**config.mk**
```make
export PLATFORM = sky130hd
export DESIGN_NAME = regfile_mp
export DESIGN_NICKNAME = d
export VERILOG_FILES = /design/src/rtl/regfile_mp.sv
export SDC_FILE = /design/constraint.sdc
export NUM_CORES = 2
export LEC_CHECK = 0
export CAP_MARGIN = 20
export CORE_ASPECT_RATIO = 0.75
export CORE_MARGIN = 5
export CORE_UTILIZATION = 45
export CTS_CLUSTER_SIZE = 12
export DETAILED_ROUTE_END_ITERATION = 6
export PLACE_DENSITY = 0.6
export SLEW_MARGIN = 0
export SYNTH_ARGS = -nofsm -noshare
export SYNTH_HDL_FRONTEND = slang
export SYNTH_SLANG_ARGS = --single-unit
```
**constraint.sdc**
```tcl
create_clock -name clk -period 3.3 [get_ports clk]
set_input_delay 0.495 -clock clk [delete_from_list [all_inputs] [get_ports clk]]
set_output_delay 0.495 -clock clk [all_outputs]
set_load 0.02 [all_outputs]
```
**src/rtl/regfile_mp.sv**
```systemverilog
// rtl/regfile_mp.sv - parametrised multi-port register file with post-reset clear sequencer
// Optional same-cycle write-to-read bypass: define REGFILE_BYPASS_EN.
module regfile_mp #(
  parameter  int XLEN     = 32,
  parameter  int NREGS    = 32,
  parameter  int NRD      = 2,
  parameter  int NWR      = 1,
  parameter  int ZERO_REG = 1,
  localparam int AW       = $clog2(NREGS)
) (
  input  logic                 clk,
  input  logic                 reset,
  input  logic [NRD*AW-1:0]    rd_addr,
  output logic [NRD*XLEN-1:0]  rd_data,
  input  logic [NWR-1:0]       wr_en,
  input  logic [NWR*AW-1:0]    wr_addr,
  input  logic [NWR*XLEN-1:0]  wr_data,
  output logic                 ready
);

  typedef enum logic {CLEAR = 1'b0, RUN = 1'b1} state_t;

  state_t          state_q, state_d;
  logic [AW:0]     clr_cnt_q, clr_cnt_d;
  logic            ready_q, ready_d;
  logic [XLEN-1:0] mem_q [NREGS];
  logic [XLEN-1:0] mem_d [NREGS];
  logic [XLEN-1:0] rd_val;
  logic            clr_last;

  assign clr_last = (clr_cnt_q == (AW+1)'(NREGS - 1));
  assign ready    = ready_q;

  always_ff @(posedge clk) begin
    if (reset) begin
      state_q   <= CLEAR;
      clr_cnt_q <= '0;
      ready_q   <= 1'b0;
    end else begin
      state_q   <= state_d;
      clr_cnt_q <= clr_cnt_d;
      ready_q   <= ready_d;
    end
  end

  // Array has no reset; the clear sequencer zeroes it after reset instead.
  always_ff @(posedge clk) begin
    mem_q <= mem_d;
  end

  always_comb begin
    state_d   = state_q;
    clr_cnt_d = clr_cnt_q;
    case (state_q)
      CLEAR: begin
        clr_cnt_d = clr_cnt_q + (AW+1)'(1);
        if (clr_last) state_d = RUN;
      end
      default: state_d = RUN;
    endcase
    ready_d = (state_d == RUN);
  end

  always_comb begin
    mem_d = mem_q;
    if (!reset) begin
      if (state_q == CLEAR) begin
        mem_d[clr_cnt_q[AW-1:0]] = '0;
      end else begin
        // Ascending port order lets the highest port win on an address clash.
        for (int k = 0; k < NWR; k++) begin
          if (wr_en[k] && !(ZERO_REG != 0 && wr_addr[k*AW +: AW] == '0))
            mem_d[wr_addr[k*AW +: AW]] = wr_data[k*XLEN +: XLEN];
        end
      end
    end

    rd_val  = '0;
    rd_data = '0;
    for (int i = 0; i < NRD; i++) begin
      rd_val = mem_q[rd_addr[i*AW +: AW]];
`ifdef REGFILE_BYPASS_EN
      for (int k = 0; k < NWR; k++) begin
        if (state_q == RUN && wr_en[k] && wr_addr[k*AW +: AW] == rd_addr[i*AW +: AW])
          rd_val = wr_data[k*XLEN +: XLEN];
      end
`endif
      if (state_q == CLEAR || (ZERO_REG != 0 && rd_addr[i*AW +: AW] == '0))
        rd_val = '0;
      rd_data[i*XLEN +: XLEN] = rd_val;
    end
  end

endmodule

```
# Yosys cells after proc, flatten, opt, wreduce, memory -nomap -nowiden
# Index checks and enable logic that the tools add are counted.
# totals
latch_bits	0
in_bits	50
n_memories	0
ram_bits	0
ff_bits	1031
romBits	0
# op_classes
n_eq_ne	2
reduce_logical	10
n_lt_le_gt_ge	6
n_shift	0
div_mod_pow	0
mux	17
addsub	1
n_bitwise	8
n_mul	0
# op_table
operator	n
two-way mux 1024 bit	2
AND 1024 bit	1
bitwise mux 1024 bit	1
inverter 1024 bit	1
binary-select mux 32 bit (select 5 bit)	2
demux 32 bit (select 5 bit)	2
two-way mux 32 bit	8
greater-or-equal comparator 6 bit, second input constant	4
inverter 5 -> 6 bit	4
logical NOT 5 bit	3
< comparator 6 x 1 -> 1 bit, second input constant	2
adder 6 x 1 -> 6 bit, second input constant	1
equality test 6 x 5 -> 1 bit, second input constant	1
logical AND 1 bit	3
logical OR 1 bit	2
two-way mux 1 bit	2
!= test 2 x 1 -> 1 bit, second input constant	1
inverter 1 bit	2
AND reduction 2 bit	1
logical NOT 1 bit	1

# Depth between registers and ports, before layout
# depth
depth_word	8
ltp_mapped	8
mapped_depth_nobuf	6

# Worst setup path before layout
# No wires, ideal clock.
# synth_timing
path_kind	input to register
from	input port wr_addr[0]
to	register mem_q[100] (netlist bit) (enable)
path_stages	4
path_buffers	1
setup_ns	0.432
arrival_ns	3.036
required_ns	2.868
setup_slack_ns	-0.168
path_cell_list	or3b_1 > or2_2 > clkbuf_1 > a21oi_1
# synth_between
elab_chain_len	5
# synth_lines
element	line	rtl
start: declaration	16	input logic [NWR*AW-1:0] wr_addr,
logical NOT 5 bit	72	if (wr_en[k] && !(ZERO_REG != 0 && wr_addr[k*AW +: AW] == '0))
logical NOT 1 bit	72	
logical AND 1 bit	72	
!= test 2 x 1 -> 1 bit (no source line)	--	
AND reduction 2 bit (no source line)	--	
end signal: assignment	48	mem_q <= mem_d;
end: declaration	26	logic [XLEN-1:0] mem_q [NREGS];
# No other way between the ends.
# A chain may end at the register's enable or synchronous reset.

==> reports/metrics.csv <==
stage,metric,value,unit
outcome,status,finished with violations,
outcome,violations,setup timing,
synth,synth_cell_type_count,44,
global_routing,grt_antenna_before_repair,5,
synth,synth_top_family_by_area,multiplexers,
sta,fin_crit,3.39,ns
final_layout,fill_cells,11000,
synth,ys.flop_type,edfxtp_1,
synth,yosys.area.top_type,edfxtp_1,
floorplanning,core-area,0.129,mm^2
sta,fin_ws,-0.0938,ns
routing,drt_pass1_iterations,6,
clocking,cts_max_level,3,
synth,synth_simple_gate_area_share,7.02,%
job,maxCapViolCount,0,
sta,setup_violations,10,
global_routing,grt_usage,32.3,%
global_routing,met3_usage,9.29,%
synth,synth_fa_ha_area_share,0.0856,%
clocking,insertion_delay,0.73,ns
clocking,clkSinkCount,1031,
power_and_ir_drop,p_leak,25.9,nW
routing,via_per_inst,6.89,
synth,syn_nets,4611,
final_layout,utilization,53.5,%
final_layout,drive_gt1_share,27.0,%
floorplanning,dieWidth,426,um
final_layout,instances_no_fill,6605,
setup_path,critical_path_class,register to primary output,
setup_path,cp_max_fo,27,
clocking,cts-buffers-inserted,106,
setup_path,crit_arrival,2.90,ns
power_and_ir_drop,powerDensity,465,mW/mm^2
global_routing,grt_max_degree,39,
setup_path,end_kind,primary output,
setup_path,crit_start,ready,
global_routing,gr-total-overflow,0,
synth,async_flop_share,0,%
synth,synthMuxAreaShare,23.8,%
synth,synth_xor_area_share,0.0749,%
synth,synth_commonest_cells,"edfxtp_1 (1024), nand2_1 (920), o21ai_0 (857)",
hold_path,holdCritPathClass,register to register,
final_layout,final_area,0.0690,mm^2
routing,vias,45500,
sta,relSlewSlack,29.5,%
floorplanning,dieHeight,322,um
sta,finalCritPeriodShare,103,%
routing,wl_per_cell,34.1,um
floorplanning,rows,114,
placed_design,portBuffers,114,
placed_design,hpwl,145,mm
synth,yosys_register_bits,1031,
setup_path,crit_end,rd_data[55],
setup_path,timing.rr.start,clr_cnt_q[0],
sta,fmax,0.295,GHz
sta,max_slew.worst_pin.slew,1.06,ns
floorplanning,die_area,0.137,mm^2
routing,drt-total-wl,226,mm
global_routing,busiest_layer,met1,
synth,postSynthAreaPerCell,12.8,um^2
synth,synth-edff-count,1024,
synth,synth-warning-count,0,
synth,synth_top_area_share,52.6,%
sta,finalMaxSlewViolations,0,
synth,netlist_top_cells_area,"edfxtp_1 (53%), mux4_2 (20%), o21ai_0 (7.3%)",
power_and_ir_drop,vdd_drop_max,0.453,mV
floorplanning,start_util,45.3,%
placed_design,dpl_cell_area,0.0653,mm^2
sta,rsz0062_at_grt,yes,
sta,hold_viol,0,
setup_path,cp-start-kind,register,
setup_path,r2r_end,mem_q[933],
synth,synth-compound-area-share,12.4,%
setup_path,rr_worst_depth,8,
routing,drcViolationCount,0,
sta,fin_skew,0.0195,ns
synth,synthesis.area,0.0585,mm^2
final_layout,final_nets,4849,
power_and_ir_drop,total_power,32.1,mW
routing,first_iter_violations,6586,
clocking,clk_pin_slew_worst_paths,0.06,ns
global_routing,grt_pass1_wl,320,mm
clocking,root_buffer,clkbuf_16,
global_routing,gr-usage-met2,46.2,%
synth,syn_inst,4557,
global_routing,use_met1,46.7,%
final_layout,num_antenna_cells,0,
placed_design,dp_cells,6418,
synth,ys_seq_area_share,52.8,%
floorplanning,io_pins,115,
synth,synth_most_common_cell,edfxtp_1,
routing,ant_nets,0,
placed_design,globalplace.congestion,0.896,
setup_path,rrSetupSlack,0.73,ns
clocking,cts_tree,done,
final_layout,area_growth,18.1,%
clocking,cts_buffer_depth,3,
setup_path,required,2.80,ns
global_routing,grt_pass1_vias,43500,
-- cell type report --
class                   count  area, um^2  area share, %
multi-input cells        3027       26600           38.6
clock buffers             133        2780           4.02
repair buffers            584        6050           8.76
well taps                1740        2180           3.15
inverters                  45         173          0.250
flip-flops and latches   1031       30900           44.7
clock inverters            45         343          0.497
-- sequential cells by signal, indices dropped and copies added (netlist names) --
name       cells
clr_cnt_q      6
mem_q       1024
ready          1
-- cell usage in the layout, fill, tap and decap left out, types with 7 or more instances in the layout --
| cell type | instances |
|---|---|
| a21oi_1 | 10 |
| a21oi_4 | 43 |
| a22o_1 | 160 |
| a31oi_4 | 16 |
| and2_1 | 34 |
| buf_12 | 105 |
| buf_4 | 377 |
| buf_6 | 13 |
| buf_8 | 9 |
| clkbuf_1 | 26 |
| clkbuf_16 | 107 |
| clkdlybuf4s50_1 | 44 |
| clkinv_1 | 21 |
| clkinv_2 | 13 |
| dlygate4sd2_1 | 18 |
| edfxtp_1 | 1024 |
| inv_1 | 43 |
| mux2i_1 | 230 |
| mux4_2 | 512 |
| nand2_1 | 919 |
| nor2_1 | 32 |
| nor2_4 | 8 |
| nor2b_1 | 7 |
| o21ai_0 | 857 |
| o21ai_1 | 8 |
| o221ai_1 | 31 |
| o221ai_2 | 14 |
| o221ai_4 | 9 |
| o22a_1 | 28 |
| o22a_2 | 16 |
| o22a_4 | 10 |
| o22ai_1 | 13 |
-- worst max-delay path, cell delays in order (launching register included) --
cell	delay (ns)
dfxtp_4	0.41
buf_8	0.19
buf_16	0.19
nand2_1	0.14
or2_2	0.33
buf_12	0.19
buf_6	0.21
o221ai_2	0.22
buf_4	0.20
-- timing repair --
action,4_1_cts,5_1_grt
pin swaps,3,2
hold buffers,0,0
resized for setup,278,33
endpoints found under the setup margin,64,39
buffers inserted,5,1
gates cloned,3,0
-- report_power, final --
part | total [mW] | switching [mW] | internal, mW | leakage, nW
Combinational | 4.49 | 2.28 | 2.20 | 14.3
Clock | 11.6 | 5.36 | 6.21 | 1.53
Sequential | 16.0 | 0.629 | 15.4 | 10.1
-- logic make-up after synthesis --
kind of cell    after synthesis
compound gates             1229
fa+ha+maj                     4
xor+xnor                      5
mux                         750
flops                      1031
simple gates               1039
buf+inv                     499
-- stage by stage --
stage          setup TNS [ns]  setup slack [ns]  hold WS [ns]
6_report               -0.428           -0.0938         0.558
5_1_grt                -0.612           -0.0928         0.592
4_1_cts                 -2.15            -0.167         0.557
3_5_place_dp            -8.23            -0.265         0.542
3_3_place_gp            -7.40            -0.256         0.525
2_1_floorplan          -30.35           -0.0781         0.505
-- layer usage --
layer	up-vias	share of wire (%)
met4	2	4.6
met5	-	0.0031
met1	23100	38
li1	18300	-
met2	3705	43
met3	472	14
-- how the worst min path moves through the flow --
stage | endpoint | startpoint | depth (start not counted)
finish | clr_cnt_q[5] | clr_cnt_q[5] | 3
global route | mem_q[180] | mem_q[180] | 2
CTS | clr_cnt_q[5] | clr_cnt_q[5] | 3
detailed placement | clr_cnt_q[5] | clr_cnt_q[5] | 3
global placement | clr_cnt_q[5] | clr_cnt_q[5] | 3
floorplan | clr_cnt_q[5] | clr_cnt_q[5] | 3
Note: power is estimated with default switching activity, not from simulation.
